==> config.mk <==
export PLATFORM = sky130hd
export DESIGN_NAME = btn_input_flat
export DESIGN_NICKNAME = d
export VERILOG_FILES = /design/src/rtl/btn_pkg.sv /design/src/rtl/btn_input_if.sv /design/src/rtl/btn_debounce.sv /design/src/rtl/btn_input.sv /design/src/flat_wrapper.sv
export SDC_FILE = /design/constraint.sdc
export NUM_CORES = 1
export LEC_CHECK = 0
export ABC_AREA = 1
export ABC_CLOCK_PERIOD_IN_PS = 3790
export CAP_MARGIN = 20
export CORE_MARGIN = 5
export CORE_UTILIZATION = 44
export CTS_BUF_LIST = sky130_fd_sc_hd__clkbuf_4 sky130_fd_sc_hd__clkbuf_8
export DETAILED_ROUTE_END_ITERATION = 8
export PLACE_DENSITY = 0.64
export SYNTH_ARGS = -nofsm -noshare
export SYNTH_HDL_FRONTEND = slang
export SYNTH_SLANG_ARGS = --single-unit
==> constraint.sdc <==
create_clock -name clk -period 3.79 [get_ports clk]
set_input_delay 0.379 -clock clk [delete_from_list [all_inputs] [get_ports clk]]
set_output_delay 0.379 -clock clk [all_outputs]
set_load 0.1 [all_outputs]
==> src/rtl/btn_pkg.sv <==
// Shared constants for the button input peripheral: register word indices
// and the MMIO base the top-level decoder places this block at.
package btn_pkg;

  localparam logic [1:0] BTN_REG_STATE   = 2'd0;
  localparam logic [1:0] BTN_REG_PRESS   = 2'd1;
  localparam logic [1:0] BTN_REG_RELEASE = 2'd2;
  localparam logic [1:0] BTN_REG_IRQ_EN  = 2'd3;

  localparam logic [31:0] BTN_MMIO_BASE = 32'h4000_2000;

endpackage

==> src/rtl/btn_input_if.sv <==
// Single-cycle request register bus between the CPU MMIO decode and the
// button peripheral; the ack and read data return one cycle after the request.
interface btn_input_if;
  logic        req;
  logic        we;
  logic [1:0]  addr;
  logic [31:0] wdata;
  logic [31:0] rdata;
  logic        ack;

  modport master (output req, output we, output addr, output wdata,
                  input  rdata, input ack);
  modport slave  (input  req, input  we, input  addr, input  wdata,
                  output rdata, output ack);
endinterface

==> src/rtl/btn_debounce.sv <==
// One button: 2-flop synchronizer followed by a stable-level debouncer that
// flips only after a mismatch persists for DEBOUNCE_CYCLES consecutive cycles.
module btn_debounce #(
  parameter int DEBOUNCE_CYCLES = 800000
) (
  input  logic clk,
  input  logic reset_n,
  input  logic din,
  output logic dout,
  output logic rise,
  output logic fall
);

  localparam int CW = $clog2(DEBOUNCE_CYCLES + 1);
  localparam logic [CW-1:0] CNT_LAST = CW'(DEBOUNCE_CYCLES - 1);

  logic          sync1;
  logic          sync2;
  logic          stable;
  logic [CW-1:0] cnt;
  logic          accept;

  // The edge that accepts the new level is the DEBOUNCE_CYCLES-th mismatched cycle.
  assign accept = (sync2 != stable) && (cnt == CNT_LAST);

  always_ff @(posedge clk or negedge reset_n) begin
    if (!reset_n) begin
      sync1  <= 1'b0;
      sync2  <= 1'b0;
      stable <= 1'b0;
      cnt    <= '0;
    end else begin
      sync1 <= din;
      sync2 <= sync1;
      if (sync2 == stable) begin
        cnt <= '0;
      end else if (accept) begin
        cnt    <= '0;
        stable <= sync2;
      end else begin
        cnt <= cnt + 1'b1;
      end
    end
  end

  assign dout = stable;
  assign rise = accept & sync2;
  assign fall = accept & ~sync2;

endmodule

==> src/rtl/btn_input.sv <==
// Button input peripheral: debounced levels, sticky press/release flags with
// write-1-to-clear, interrupt enable mask and a registered level interrupt.
module btn_input
  import btn_pkg::*;
#(
  parameter int NBTN            = 4,
  parameter int DEBOUNCE_CYCLES = 800000
) (
  input  logic            clk,
  input  logic            reset_n,
  input  logic [NBTN-1:0] btn_raw,
  btn_input_if.slave      bus,
  output logic [NBTN-1:0] btn_db,
  output logic            irq
);

  logic [NBTN-1:0] db_lvl;
  logic [NBTN-1:0] rise;
  logic [NBTN-1:0] fall;
  logic [NBTN-1:0] press_q;
  logic [NBTN-1:0] rel_q;
  logic [NBTN-1:0] irq_en_q;
  logic [NBTN-1:0] press_clr;
  logic [NBTN-1:0] rel_clr;
  logic            wr;
  logic [31:0]     rd_word;
  logic [31:0]     rdata_q;
  logic            ack_q;
  logic            irq_q;
  logic            unused_wdata;

  for (genvar i = 0; i < NBTN; i++) begin : g_btn
    btn_debounce #(.DEBOUNCE_CYCLES(DEBOUNCE_CYCLES)) u_db (
      .clk     (clk),
      .reset_n (reset_n),
      .din     (btn_raw[i]),
      .dout    (db_lvl[i]),
      .rise    (rise[i]),
      .fall    (fall[i])
    );
  end

  assign wr        = bus.req & bus.we;
  assign press_clr = (wr && bus.addr == BTN_REG_PRESS)   ? bus.wdata[NBTN-1:0] : '0;
  assign rel_clr   = (wr && bus.addr == BTN_REG_RELEASE) ? bus.wdata[NBTN-1:0] : '0;
  assign unused_wdata = ^bus.wdata;

  // Read mux samples pre-edge values, so a read returns flags before any clear.
  always_comb begin
    rd_word = '0;
    case (bus.addr)
      BTN_REG_STATE:   rd_word[NBTN-1:0] = db_lvl;
      BTN_REG_PRESS:   rd_word[NBTN-1:0] = press_q;
      BTN_REG_RELEASE: rd_word[NBTN-1:0] = rel_q;
      BTN_REG_IRQ_EN:  rd_word[NBTN-1:0] = irq_en_q;
    endcase
  end

  always_ff @(posedge clk or negedge reset_n) begin
    if (!reset_n) begin
      press_q  <= '0;
      rel_q    <= '0;
      irq_en_q <= '0;
      irq_q    <= 1'b0;
      ack_q    <= 1'b0;
      rdata_q  <= '0;
    end else begin
      // A new event outranks a clear landing on the same edge.
      press_q <= (press_q & ~press_clr) | rise;
      rel_q   <= (rel_q & ~rel_clr) | fall;
      if (wr && bus.addr == BTN_REG_IRQ_EN) begin
        irq_en_q <= bus.wdata[NBTN-1:0];
      end
      irq_q   <= |(press_q & irq_en_q);
      ack_q   <= bus.req;
      rdata_q <= bus.req ? rd_word : '0;
    end
  end

  assign bus.rdata = rdata_q;
  assign bus.ack   = ack_q;
  assign btn_db    = db_lvl;
  assign irq       = irq_q;

endmodule

==> src/flat_wrapper.sv <==
// flat-port wrapper written by rule: the top's interface ports become plain ports
module btn_input_flat import btn_pkg::*;
#(
  parameter int NBTN            = 4,
  parameter int DEBOUNCE_CYCLES = 800000
)
  (clk, reset_n, btn_raw, btn_db, irq, bus_req, bus_we, bus_addr, bus_wdata, bus_rdata, bus_ack);
  btn_input_if bus_i ();
  input  logic clk;
  input  logic reset_n;
  input  logic [NBTN-1:0] btn_raw;
  output logic [NBTN-1:0] btn_db;
  output logic irq;
  input wire logic [$bits(bus_i.req)-1:0] bus_req;
  input wire logic [$bits(bus_i.we)-1:0] bus_we;
  input wire logic [$bits(bus_i.addr)-1:0] bus_addr;
  input wire logic [$bits(bus_i.wdata)-1:0] bus_wdata;
  output wire logic [$bits(bus_i.rdata)-1:0] bus_rdata;
  output wire logic [$bits(bus_i.ack)-1:0] bus_ack;
  assign bus_i.req = bus_req;
  assign bus_i.we = bus_we;
  assign bus_i.addr = bus_addr;
  assign bus_i.wdata = bus_wdata;
  assign bus_rdata = bus_i.rdata;
  assign bus_ack = bus_i.ack;
  btn_input #(.NBTN(NBTN), .DEBOUNCE_CYCLES(DEBOUNCE_CYCLES)) u_core (.clk(clk), .reset_n(reset_n), .btn_raw(btn_raw), .bus(bus_i), .btn_db(btn_db), .irq(irq));
endmodule
Yosys cells after proc, flatten, opt, wreduce, memory -nomap -nowiden
Cells that the tools add are included.
- register bits after elaboration: 138
- bits in latches: 0
- RAM bits: 0
- bits in read-only memories: 0
- input port bits: 42
- memories: 0
- add/sub/neg operators: 4
- multiply operators: 0
- div/mod/pow operators: 0
- order comparisons: 0
- equal/unequal tests: 15
- shift-type cells: 0
- multiplexer cells: 12
- bitwise operators: 24
- reductions and logical operators: 13
- operator list (operator ; count):
    $mux W20 ; 8
    $add A20 B1 Y20 const B ; 4
    $eq A20 B20 Y1 const B ; 4
    $pmux W4 S4 ; 1
    $and A4 B4 Y4 ; 3
    $mux W4 ; 3
    $and A1 B1 Y1 ; 9
    $not A1 Y1 ; 8
    $not A4 Y4 ; 2
    $or A4 B4 Y4 ; 2
    $reduce_and A2 Y1 ; 4
    $logic_and A1 B1 Y1 ; 7
    $eq A1 B1 Y1 ; 4
    $eq A2 B2 Y1 const B ; 2
    $ne A1 B1 Y1 ; 4
    $reduce_or A4 Y1 ; 1
    $eq A2 B1 Y1 const B ; 1
    $logic_not A2 Y1 ; 1

Depth between registers and ports, before layout
- word-level depth: 6
- depth in mapped cells: 9
- depth with buffers taken out: 9

Cells and area by module
Synthesis repeated with hierarchy kept, for this count alone.
- cell total of the unflattened synthesis: 842
- area total of the unflattened synthesis: 6461.2 sq um
- by module, submodules not included (module ; instances ; cells an instance ; area each (sq um)):
    btn_debounce at u_core.g_btn[0].u_db ... ; 3 ; 176 ; 1353.8
    btn_debounce at u_core.g_btn[1].u_db ; 1 ; 174 ; 1321.3
    btn_input ; 1 ; 140 ; 1078.5

Least setup slack after synthesis
No wires, ideal clock.
- path type: register to register
- from: register u_core.g_btn[3].u_db.cnt[0]
- to: register u_core.g_btn[3].u_db.cnt[10]
- setup time: 114 ps
- arrival time: 1233 ps
- required time: 3676 ps
- slack: 2443 ps
- stages on the path, launching flop included: 9
- buffers on the path: 0
- clock period less this slack: 1347 ps
- cells stage by stage: dfrtp_1 > ha_1 > nand3_4 > inv_2 > nand2_1 > nor2_2 > or2_1 > inv_1 > nor2_1
- word-level cells in the longest chain between the ends: 4
- elaborated cells between the ends (all ways): 5
- those cells by class: add/sub: 1; eq/ne: 1; mux: 2; reduce/logical: 1
- RTL lines (what ; RTL line ; source):
    start, declared ; btn_debounce.sv:20 ; logic [CW-1:0] cnt;
    start signal, assigned ; btn_debounce.sv:41 ; cnt <= cnt + 1'b1;
    branches (longest 2 deep; another with $add A20 B1 Y20) ; n/a ;
    $mux W20 * ; btn_debounce.sv:37 ; end else if (accept) begin
    $mux W20 * ; btn_debounce.sv:35 ; if (sync2 == stable) begin
Every way passes the cells marked *.
A chain may end at the register's enable or synchronous reset.

Worst setup path in the final report
- from: register u_core.g_btn[2].u_db.stable
- to: output btn_db[2]
- RTL lines (what ; RTL line ; source):
    start, declared ; btn_debounce.sv:19 ; logic stable;
    start signal, assigned ; btn_debounce.sv:39 ; stable <= sync2;
    end, declared ; flat_wrapper.sv:12 ; output logic [NBTN-1:0] btn_db;
No word-level cell between the ends.

==> impl_metrics.env <==
export IMPL_final_area_um2=6700
export IMPL_grt_pass1_wl_um=21200
export IMPL_grt_max_degree=74
export IMPL_path_clk_slew_ns=0.11
export IMPL_critPathRequiredTime_ns=3.41
export IMPL_total_power_uw=2410
export IMPL_clock_sinks=110
export IMPL_yosys_area_top_type_share_pct=44.8
export IMPL_h_tree_depth=3
export IMPL_yosysSeqAreaShare_pct=44.8
export IMPL_slew_violations=0
export IMPL_setup_viol=0
export IMPL_clock_tree_buffer_depth=2
export IMPL_cts_buffers=9
export IMPL_vias=4643
export IMPL_syn_area_um2=6150
export IMPL_arrival_ns=1.99
export IMPL_cts_hold_buf=0
export IMPL_cts_tree="done"
export IMPL_finalCriticalPeriod_ns=2.37
export IMPL_area_delta_synth_final_pct=8.95
export IMPL_max_freq_ghz=0.422
export IMPL_first_global_vias=4512
export IMPL_wire_per_inst_um=12.2
export IMPL_drc_errors=0
export IMPL_drv_cap=0
export IMPL_layout_common_cells="182 x nand2_1, 152 x nor2_1, 110 x dfrtp_1"
export IMPL_fp_dieH_um=128
export IMPL_grt_use_total_pct=15.9
export IMPL_endpoint_kind="primary output"
export IMPL_pre_cts_slack_ns=1.83
export IMPL_synth_area_leader_cell="dfrtp_1"
export IMPL_place_congestion=0.886
export IMPL_status="complete, no violations"
export IMPL_cts_root_buf="clkbuf_8"
export IMPL_max_stage_delay_ns=1.18
export IMPL_rows=43
export IMPL_numPortBuffers=23
export IMPL_firstDrtPassIters=4
export IMPL_synth_area_leaders="dfrtp_1 45%, nand2_1 11%, nor2_1 9.3%"
export IMPL_nNetsFinal=862
export IMPL_hold_violations=0
export IMPL_final_cells=1001
export IMPL_n_antenna_cell=0
export IMPL_drtIter0Drc=382
export IMPL_cp_max_fo=4
export IMPL_synth_distinct_cells=33
export IMPL_fin_skew_ns=0.0112
export IMPL_grt_ovfl_total=0
export IMPL_startpoint_type="flip-flop"
export IMPL_die_w_um=128
export IMPL_leakagePower_uw=0.00301
export IMPL_rsz0062_at_grt="no"
export IMPL_vias_per_cell=4.64
export IMPL_dp_cells=985
export IMPL_powerDensity_nw_per_um2=359
export IMPL_antenna_found_initial=0
export IMPL_relSlewSlack_pct=32.9
export IMPL_coreArea_um2=13800
export IMPL_hpwl_um=8940
export IMPL_path_delay_family="buffers and inverters"
export IMPL_synthCells=787
export IMPL_timing_critical_path_buf_inv=1
export IMPL_design_die_area_um2=16400
export IMPL_path_cells="clkdlybuf4s50_1"
export IMPL_fin_crit_sh_pct=62.5
export IMPL_post_cts_buffers=0
export IMPL_ctsResizeCount=0
export IMPL_start_util_pct=44.6
export IMPL_min_path_type="in -> async"
export IMPL_ios=80
export IMPL_irDropWorstVdd_uv=165
export IMPL_synth_seq_cells=110
export IMPL_drive_above_1_share_pct=10.6
export IMPL_ys_warn_count=0
export IMPL_fin_setup_tns_ns=0
export IMPL_cpMaxStageDelayCell="clkdlybuf4s50_1"
export IMPL_fin_ws_ns=1.42
export IMPL_critPathKind="reg -> out"
export IMPL_clk_latency_ns=0.38
export IMPL_placed_cell_area_um2=6470
export IMPL_ant_nets=0
export IMPL_drt_wl_total_um=12200
export IMPL_tightestPinTransition_ns=1.00
export IMPL_final_common_cell="nand2_1"
export IMPL_avgSynthCellArea_um2=7.81
-- synthesized netlist by cell type --
master,number
inv_1,87
nand3b_1,3
ha_1,4
nor2_4,11
nand2_2,16
conb_1,1
nand4_1,12
o21bai_1,7
a31oi_1,1
nor2_1,152
buf_4,32
nor2_8,1
or2_1,2
nand3_2,5
nand2_4,4
a21oi_1,10
xor2_1,22
nand2_1,182
nor3_2,1
a41oi_1,4
buf_2,2
xnor2_1,16
inv_2,6
nor2_2,20
and2_1,1
dfrtp_1,110
nor3b_1,1
o21ai_0,14
o21bai_2,1
nand3_1,35
nand3_4,3
o21ai_1,12
nor3_1,9
-- through the flow --
| step | utilization (%) | hold WS (ns) |
|---|---|---|
| final | 48.6 | 0.114 |
| after global routing | 48.6 | 0.189 |
| after CTS | 48.6 | 0.150 |
| after detailed placement | 47.0 | 0.335 |
| after global placement | 47.0 | 0.333 |
| after floorplan | - | 0.0834 |
-- metal layers --
layer | routed length, um | share of wire, % | track usage [%] | vias up
met5 | 0 | 0 | 0 | -
li1 | - | - | - | 2431
met1 | 6050 | 50 | 22.0 | 2132
met4 | 197 | 1.6 | 6.30 | 0
met2 | 5530 | 45 | 24.7 | 65
met3 | 389 | 3.2 | 2.79 | 15
-- final cells by class --
class                      count  area, um^2
fill                        1428        7070
multi-input combinational    577        2900
sequential                   110        2750
inverter                      93         349
timing repair buffer          25         243
tap                          180         225
clock buffer                  10         138
clock inverter                 6        93.8
-- state kept, by name (all words and copies together) (netlist names) --
name and flops:
u_core.g_btn.u_db.dout 4, u_core.g_btn.u_db.sync1 4, u_core.irq 1, u_core.g_btn.u_db.sync2 4, u_core.rel_q 4, u_core.bus.ack 1, u_core.g_btn.u_db.cnt 80, u_core.press_q 4
u_core.irq_en_q 4, u_core.bus.rdata 4
-- cell families after synthesis --
group           Yosys count  share of synthesized area, %
fa+ha+maj                 4                         0.814
xor+xnor                 38                          5.41
other cells               1                        0.0610
flops                   110                          44.8
simple gates            458                          34.6
compound gates           49                          4.64
buf+inv                 127                          9.75
-- final timing paths --
path | startpoint | to | slack [ns] | depth (start not counted)
setup / recovery | u_core.g_btn[2].u_db.dout | btn_db[2] | 1.42 | 1
hold / removal | reset_n | u_core.g_btn[2].u_db.cnt[12] | 0.11 | 1
setup reg to reg | u_core.g_btn[2].u_db.dout | u_core.g_btn[2].u_db.cnt[7] | 2.14 | 7
hold reg to reg | u_core.g_btn[0].u_db.sync1 | u_core.g_btn[0].u_db.sync2 | 0.35 | 0
max in group asynchronous | reset_n | u_core.g_btn[3].u_db.cnt[13] | 2.85 | 2
min in group clk | u_core.g_btn[0].u_db.sync1 | u_core.g_btn[0].u_db.sync2 | 0.35 | 0
-- report_power, final --
part	switching, uW	internal (uW)
clock	425	395
sequential	31.5	1220
combinational	276	60.0
total	732	1670
(Power assumes the default switching activity.)
